## src/rtl/crc_frame_serializer.sv

```systemverilog
// crc_frame_serializer
//   Reads framed words {flag[1:0], payload, crc[3:0]} from the shared frame RAM
//   starting at BASE_ADDR and shifts each one out MSB-first with a generated
//   serial clock. The flag sequence is checked: 01 first, then 10 (middle) or
//   11 (last). The transfer stops after the last word or after MAX_WORDS words.
//
// Optional feature macro: CRC_CHECK_EN (adds crc_err and a CRC-4 check per word).
//
// Ports:
//   clk, rst     system clock (rising edge), asynchronous active-high reset
//   start        one-cycle pulse; accepted only while idle
//   rd_addr      registered RAM read address
//   rd_q         RAM read data, valid one cycle after rd_addr changes
//   ser_data     serial data, MSB first
//   ser_clk      serial clock; data is stable at its rising edge
//   data_oe      ser_data output enable
//   clk_oe       ser_clk output enable
//   busy         transfer in progress
//   done         one-cycle end-of-transfer pulse
//   frame_err    flag-sequence violation, sticky until the next accepted start
//   crc_err      (CRC_CHECK_EN only) CRC mismatch, sticky until the next start
//   word_cnt     words fully shifted in the current or last transfer
module crc_frame_serializer #(
  parameter int unsigned WORD_W    = 16,
  parameter int unsigned ADDR_W    = 5,
  parameter int unsigned BASE_ADDR = 0,
  parameter int unsigned MAX_WORDS = 14,
  parameter int unsigned CLK_DIV   = 4,
  parameter logic [4:0]  POLY      = 5'b10011
) (
  input  logic              clk,
  input  logic              rst,
  input  logic              start,
  output logic [ADDR_W-1:0] rd_addr,
  input  logic [WORD_W-1:0] rd_q,
  output logic              ser_data,
  output logic              ser_clk,
  output logic              data_oe,
  output logic              clk_oe,
  output logic              busy,
  output logic              done,
  output logic              frame_err,
`ifdef CRC_CHECK_EN
  output logic              crc_err,
`endif
  output logic [ADDR_W-1:0] word_cnt
);

  localparam int unsigned BIT_W = $clog2(WORD_W);
  localparam int unsigned DIV_W = (CLK_DIV > 2) ? $clog2(CLK_DIV) : 1;
  localparam int unsigned PAY_W = WORD_W - 6;

  typedef enum logic [2:0] {
    S_IDLE,
    S_FETCH,
    S_LOAD,
    S_SHIFT,
    S_NEXT,
    S_DONE
  } state_t;

  state_t              state_q, state_d;
  logic [ADDR_W-1:0]   rd_addr_q, rd_addr_d;
  logic [WORD_W-1:0]   shift_q, shift_d;
  logic [1:0]          flag_q, flag_d;
  logic [BIT_W-1:0]    bit_q, bit_d;
  logic [DIV_W-1:0]    div_q, div_d;
  logic [ADDR_W-1:0]   word_cnt_q, word_cnt_d;
  logic                frame_err_q, frame_err_d;
  logic                busy_q, busy_d;
  logic                done_q, done_d;
  logic                ser_data_q, ser_data_d;
  logic                ser_clk_q, ser_clk_d;
  logic                oe_q, oe_d;

  // Flag of the word currently presented by the RAM and whether it fits the sequence
  logic [1:0] rd_flag_c;
  logic       flag_ok_c;
  assign rd_flag_c = rd_q[WORD_W-1 -: 2];
  assign flag_ok_c = (word_cnt_q == '0) ? (rd_flag_c == 2'b01) : rd_flag_c[1];

`ifdef CRC_CHECK_EN
  logic crc_err_q, crc_err_d;
  logic crc_bad_c;

  // Remainder of {payload, 4'b0000} modulo POLY by long division
  function automatic logic [3:0] crc_rem(input logic [PAY_W-1:0] pay);
    logic [PAY_W+3:0] r;
    r = {pay, 4'b0000};
    for (int i = PAY_W + 3; i >= 4; i--) begin
      if (r[i]) r[i -: 5] = r[i -: 5] ^ POLY;
    end
    return r[3:0];
  endfunction

  assign crc_bad_c = (crc_rem(rd_q[WORD_W-3:4]) != rd_q[3:0]);
  assign crc_err   = crc_err_q;
`else
  logic unused_poly;
  assign unused_poly = ^POLY;
`endif

  // State and datapath registers
  always_ff @(posedge clk or posedge rst) begin
    if (rst) begin
      state_q     <= S_IDLE;
      rd_addr_q   <= ADDR_W'(BASE_ADDR);
      shift_q     <= '0;
      flag_q      <= '0;
      bit_q       <= '0;
      div_q       <= '0;
      word_cnt_q  <= '0;
      frame_err_q <= 1'b0;
      busy_q      <= 1'b0;
      done_q      <= 1'b0;
      ser_data_q  <= 1'b0;
      ser_clk_q   <= 1'b0;
      oe_q        <= 1'b0;
`ifdef CRC_CHECK_EN
      crc_err_q   <= 1'b0;
`endif
    end else begin
      state_q     <= state_d;
      rd_addr_q   <= rd_addr_d;
      shift_q     <= shift_d;
      flag_q      <= flag_d;
      bit_q       <= bit_d;
      div_q       <= div_d;
      word_cnt_q  <= word_cnt_d;
      frame_err_q <= frame_err_d;
      busy_q      <= busy_d;
      done_q      <= done_d;
      ser_data_q  <= ser_data_d;
      ser_clk_q   <= ser_clk_d;
      oe_q        <= oe_d;
`ifdef CRC_CHECK_EN
      crc_err_q   <= crc_err_d;
`endif
    end
  end

  // Next-state, datapath and output logic
  always_comb begin
    state_d     = state_q;
    rd_addr_d   = rd_addr_q;
    shift_d     = shift_q;
    flag_d      = flag_q;
    bit_d       = bit_q;
    div_d       = div_q;
    word_cnt_d  = word_cnt_q;
    frame_err_d = frame_err_q;
`ifdef CRC_CHECK_EN
    crc_err_d   = crc_err_q;
`endif

    case (state_q)
      S_IDLE: begin
        if (start) begin
          state_d     = S_FETCH;
          rd_addr_d   = ADDR_W'(BASE_ADDR);
          word_cnt_d  = '0;
          frame_err_d = 1'b0;
`ifdef CRC_CHECK_EN
          crc_err_d   = 1'b0;
`endif
        end
      end
      S_FETCH: state_d = S_LOAD;
      S_LOAD: begin
        shift_d = rd_q;
        flag_d  = rd_flag_c;
        bit_d   = '0;
        div_d   = '0;
`ifdef CRC_CHECK_EN
        if (crc_bad_c) crc_err_d = 1'b1;
`endif
        if (flag_ok_c) begin
          state_d = S_SHIFT;
        end else begin
          frame_err_d = 1'b1;
          state_d     = S_DONE;
        end
      end
      S_SHIFT: begin
        if (div_q == DIV_W'(CLK_DIV - 1)) begin
          div_d   = '0;
          shift_d = {shift_q[WORD_W-2:0], 1'b0};
          if (bit_q == BIT_W'(WORD_W - 1)) begin
            state_d = S_NEXT;
          end else begin
            bit_d = bit_q + BIT_W'(1);
          end
        end else begin
          div_d = div_q + DIV_W'(1);
        end
      end
      S_NEXT: begin
        word_cnt_d = word_cnt_q + ADDR_W'(1);
        if (flag_q == 2'b11 || (word_cnt_q + ADDR_W'(1)) == ADDR_W'(MAX_WORDS)) begin
          state_d = S_DONE;
        end else begin
          rd_addr_d = rd_addr_q + ADDR_W'(1);
          state_d   = S_FETCH;
        end
      end
      S_DONE:  state_d = S_IDLE;
      default: state_d = S_IDLE;
    endcase

    // Serial outputs are the registered image of the current shift state
    busy_d     = (state_d != S_IDLE);
    done_d     = (state_q == S_DONE);
    oe_d       = (state_q == S_SHIFT);
    ser_data_d = (state_q == S_SHIFT) && shift_q[WORD_W-1];
    ser_clk_d  = (state_q == S_SHIFT) && (div_q >= DIV_W'(CLK_DIV / 2));
  end

  assign rd_addr   = rd_addr_q;
  assign ser_data  = ser_data_q;
  assign ser_clk   = ser_clk_q;
  assign data_oe   = oe_q;
  assign clk_oe    = oe_q;
  assign busy      = busy_q;
  assign done      = done_q;
  assign frame_err = frame_err_q;
  assign word_cnt  = word_cnt_q;

endmodule

```

## config.mk

```make
export PLATFORM = sky130hd
export DESIGN_NAME = crc_frame_serializer
export DESIGN_NICKNAME = d
export VERILOG_FILES = /design/src/rtl/crc_frame_serializer.sv
export SDC_FILE = /design/constraint.sdc
export NUM_CORES = 1
export LEC_CHECK = 0
export ABC_AREA = 1
export ABC_CLOCK_PERIOD_IN_PS = 4300
export CORE_MARGIN = 5
export CORE_UTILIZATION = 35
export DETAILED_ROUTE_END_ITERATION = 7
export PLACE_DENSITY = 0.68
export SLEW_MARGIN = 25
export SYNTH_ARGS = -nofsm -noshare
export SYNTH_HDL_FRONTEND = slang
export SYNTH_SLANG_ARGS = --single-unit
```

## constraint.sdc

```tcl
create_clock -name clk -period 4.3 [get_ports clk]
set_clock_uncertainty 0.1 [all_clocks]
set_input_delay 0.86 -clock clk [delete_from_list [all_inputs] [get_ports clk]]
set_output_delay 0.86 -clock clk [all_outputs]
set_load 0.01 [all_outputs]
```

; After elaboration in Yosys (flattened, before gate mapping)
; Cells that the tools add are included.
[totals]
inputBits = 19
romBits = 0
n_memories = 0
regBits = 43
mem_bits_rw = 0
latchBits = 0
word_cells = 68
out_inout_bits = 17
[classes]
n_reduce_logical = 14
n_shift = 0
div_mod_pow = 0
mul = 0
magnitude_cmp = 1
add_sub_neg = 4
mux = 21
eq_ne = 15
bitwise_logic = 0
[op_table]
columns = op, count
row1 = 16-bit case mux with 2 select lines, 1
row2 = 5-bit case mux with 2 select lines, 2
row3 = 16-bit two-way mux, 1
row4 = 3-bit two-way mux, 5
row5 = 3-bit case mux with 5 select lines, 1
row6 = 5-bit by 1-bit adder with 5-bit output (second input constant), 2
row7 = 5-bit two-way mux, 2
row8 = 3-bit AND reduction, 3
row9 = 4-bit two-way mux, 2
row10 = 2-bit inequality test (second input constant), 4
row11 = 4-bit case mux with 2 select lines, 1
row12 = 3-bit by 2-bit equality test with 1-bit output (second input constant), 2
row13 = 3-bit equality test (second input constant), 2
row14 = 2-bit nonzero test, 3
row15 = 5-bit by 4-bit equality test with 1-bit output (second input constant), 1
row16 = 5-bit zero test, 1
row17 = 4-bit by 1-bit adder with 4-bit output (second input constant), 1
row18 = 2-bit equality test (second input constant), 2
row19 = 4-bit equality test (second input constant), 1
row20 = 2-bit case mux with 2 select lines, 1
row21 = 2-bit AND reduction, 2
row22 = 3-bit by 1-bit equality test with 1-bit output (second input constant), 1
row23 = 3-bit zero test, 1
row24 = 1-bit two-way mux, 3
row25 = other kinds (9), 10

; Depth between registers and ports, before layout
[depth]
depth_word = 6
depth_mapped = 10
mapped_depth_nobuf = 10

; Worst setup path before layout
; Ideal clock, no wire load.
[synth_path]
path_kind = input port to flip-flop
startpoint = in rd_q[15]
endpoint = reg busy_q, in the netlist busy
required_time_ps = 4068
path_stages = 6
slack_ps = 2718
setup_time_ps = 132
path_buffers = 0
arrival_ps = 1350
path_cell_list = inv_1 nand2_1 nand4_1 nand2_1 a22oi_1 nand3_1
[synth_via]
elab_chain_len = 5
[synth_rtl]
columns = element, line_no
row1 = from (decl), 35  ; input logic [WORD_W-1:0] rd_q,
row2 = 2-bit by 1-bit equality test with 1-bit output, 80  ; assign flag_ok_c = (word_cnt_q == '0) ? (rd_flag_c == 2'b01) : rd_flag_c[1];
row3 = 1-bit two-way mux *, 80
row4 = 3-bit two-way mux *, 177  ; if (flag_ok_c) begin
row5 = 3-bit case mux with 5 select lines *, 156  ; case (state_q)
row6 = 3-bit nonzero test *, 211  ; busy_d = (state_d != S_IDLE);
row7 = named net busy_d, 70  ; logic busy_q, busy_d;
row8 = to (signal assigned), 131  ; busy_q <= busy_d;
row9 = to (decl), 70
; Mark *: on every way through the listed nets, which the timed path passes. The rest lies on a longest branch.
; A chain may end at the register's enable or synchronous reset.

; Worst setup path in the final report
[layout_path]
startpoint = reg word_cnt_q[0], in the netlist word_cnt[0]
endpoint = out word_cnt[0]
[layout_lines]
columns = element, line_no
row1 = from (decl), 68  ; logic [ADDR_W-1:0] word_cnt_q, word_cnt_d;
row2 = from (signal assigned), 129  ; word_cnt_q <= word_cnt_d;
row3 = to (decl), 46  ; output logic [ADDR_W-1:0] word_cnt
; No word-level cell between the ends.

==> impl_results.md <==
* Status: finished, final reports clean
* Hold depth at 2
* Clock Tree Buf Depth at 2
* Die Wd at 88.1 um
* Critical Path End Type: output pin
* Design Area, Final at 2620 um2
* Antenna violations before repair at 0
* Cell family with most CP delay: buffers and inverters
* Final nets at 311
* Synth Area in Simple Gates at 0.238
* Synth Area in Compound Gates at 0.120
* Max-cap violations at 0
* Number of synthesized flops with an enable pin at 0
* Hold EP: ser_data$_DFF_PP0_
* Power Dens Cells at 581 nW/um2
* Synth warnings at 0
* DRT Wirelength at 4130 um
* Global-route wire length before repair at 7190 um
* Ant. Diodes at 0
* CTS tree: done
* Worst reg2reg path endpoint: bit_q[3]$_DFFE_PP0P_
* Final Util at 0.442
* Vias at 1726
* HP Class: flip-flop to flip-flop
* Synth unique cells at 27
* Most used DFF post-synth: dfrtp_1
* Setup-failing EPs final at 0
* Post-synthesis adder-cell area fraction at 0.0410
* HP Start: shift_q[15]$_DFFE_PP0P_
* Cells after DPL at 353
* Total grt overflow at 0
* CTS Root Cell: clkbuf_8
* Critical path, cell by cell: clkdlybuf4s50_1
* Layout cells sized above 1 at 0.0629
* DR pass1 iterations at 4
* Tmin final at 2.29 ns
* CP peak stage delay at 0.58 ns
* Slew HR at 0.484
* Commonest cells after routing, fill and taps aside: nand2_1 (64), dfrtp_1 (43), clkdlybuf4s50_1 (35)
* Worst-Margin Slew at 0.773 ns
* Yosys reg bits at 43
* Sum Neg Setup Slack at 0 ns
* FP Rows at 28
* Placed Area at 2530 um2
* Post-Synth XOR/XNOR Area at 0.0205
* Most common cell after layout, fill and taps aside: nand2_1
* Vias per std cell at 4.78
* Die area at 7770 um2
* Final Hold Vio Count at 0
* WL/cell at 11.4 um
* Post-DP HPWL at 3040 um
* H-tree Lvls at 2
* Mux share of post-synthesis cell area at 0
* Fmax at 436 MHz
* FF-to-FF setup slack at 2.24 ns
* RSZ-0062 raised after global routing: no
* R2R depth at 5
* Seq/Total Area, Yosys at 0.504
* Number of buffers created by CTS at 5
* Final period utilization at 0.533
* # hold bufs at CTS at 0
* Post-synthesis cell count at 250
* Critical path arrival at 1.33 ns
* Routed Antenna Nets at 0
* Drt drc at 0
* GRT Total Usage at 0.116
* Vias in the first global route at 1642
* Critical-path top delay cell: clkdlybuf4s50_1
* Initial Util at 0.361
* Clock Pin Slew Worst Setup and Hold Paths at 0.08 ns
* DIE HEIGHT at 88.1 um
* Data required time of the critical path at 3.34 ns
* Core box area at 5920 um2
* Largest net degree at the start of global routing at 33
* Mapped Nets at 276
* FFs w/ async S/R, synth at 1.00
* Crit path launch type: flip-flop
* Num ports at 36
* Clk_lat worst skew at 0.29 ns
* Synthesized area per cell at 8.55 um2
* Crit Path Class: flip-flop to output pin
* I/O Buffers at 35
* VDD IR max at 0.235 mV
* Cts repair resizes at 0
* R2r startpoint: div_q[1]$_DFFE_PP0P_
* Setup Buffers After CTS at 0
* Crit path max fanout at 6
* Critical Path Source: word_cnt[0]$_DFFE_PP0P_
* Pins Over Slew Limit at 0
* Area growth, synth to finish at 22.5%
* Non-Filler Instances at 361
* Largest family of logic cells by synthesized area: simple AND/OR/NAND/NOR gates
* Netlist Area Pre-Place at 2140 um2
* Pleak at 0.00120 uW
* Placer Congestion at 0.776
* CTS Sinks at 43
* DRT iter0 DRCs at 87
* CP Buf/Inv Count at 1
cells by family (layout without fill, tap and decap cells):
logic type / Yosys count / after routing
AOI/OAI and AO/OA: 44 / 44
adders and majority gates: 7 / 7
and+or+nand+nor: 114 / 114
buffers and inverters: 37 / 73
xor gates and xnor gates: 5 / 5
DFF: 43 / 43
per-layer routing:
metal	routed length (um)	up-vias	share of wire	track usage
met3	229	5	0.055	0.0292
li1	-	883	-	-
met2	1920	33	0.47	0.201
met1	1940	805	0.47	0.146
met4	39	0	0.0094	0.0288
met5	0	-	0	0
worst max-delay path by stage:
stage,depth (start not counted),slack [ns],to
floorplan,1,2.34,bit_q[0]$_DFFE_PP0P_
global placement,3,2.02,shift_q[6]$_DFFE_PP0P_
detailed placement,3,1.99,shift_q[6]$_DFFE_PP0P_
CTS,1,2.00,word_cnt[0]
global route,1,1.94,word_cnt[0]
finish,1,2.01,word_cnt[0]
layout make-up:
type	instances	area (um2)
fill	609	3300
sequential	43	1080
multi-input combinational	170	897
timing repair buffer	36	358
inverter	29	109
tap	75	93.8
clock buffer	6	72.6
clock inverter	2	12.5
where the power goes:
part	switching [uW]	total [uW]	internal, uW
Sequential	91.0	639	548
Combinational	388	634	246
Clock	135	248	114
flip-flops by register name (all words and copies together), names as in the netlist:
register,cells
clk_oe,1
word_cnt,5
bit_q,4
shift_q,16
flag_q,2
state_q,3
frame_err,1
rd_addr,5
busy,1
ser_data,1
ser_clk,1
div_q,2
done,1
cells in the mapped netlist, types with 3 or more instances:
library cell  number  area share
o21ai_0           28       0.066
nand3_1           19       0.044
nor2_1            19       0.033
nand2_2            3      0.0088
nand4_1            5       0.015
a31oi_1            6       0.018
buf_2              5       0.012
xor2_1             3       0.012
ha_1               7       0.041
dfrtp_1           43        0.50
nand2_1           64        0.11
inv_1             27       0.047
worst register-to-register path, cell delays in order (launching register included):
cell     delay [ns]
dfrtp_1        0.40
ha_1           0.18
inv_1          0.10
a21oi_4        0.57
o21ai_1        0.35
o31ai_1        0.27
through the flow:
step / power [uW] / hold slack, ns / worst slack [ns]
after global placement: 1270 / 0.369 / 2.02
after floorplan: 1120 / 0.353 / 2.34
after detailed placement: 1290 / 0.371 / 1.99
final: 1520 / 0.385 / 2.01
after CTS: 1540 / 0.390 / 2.00
after global routing: 1670 / 0.434 / 1.94
Power figures use the tool's default switching activity.
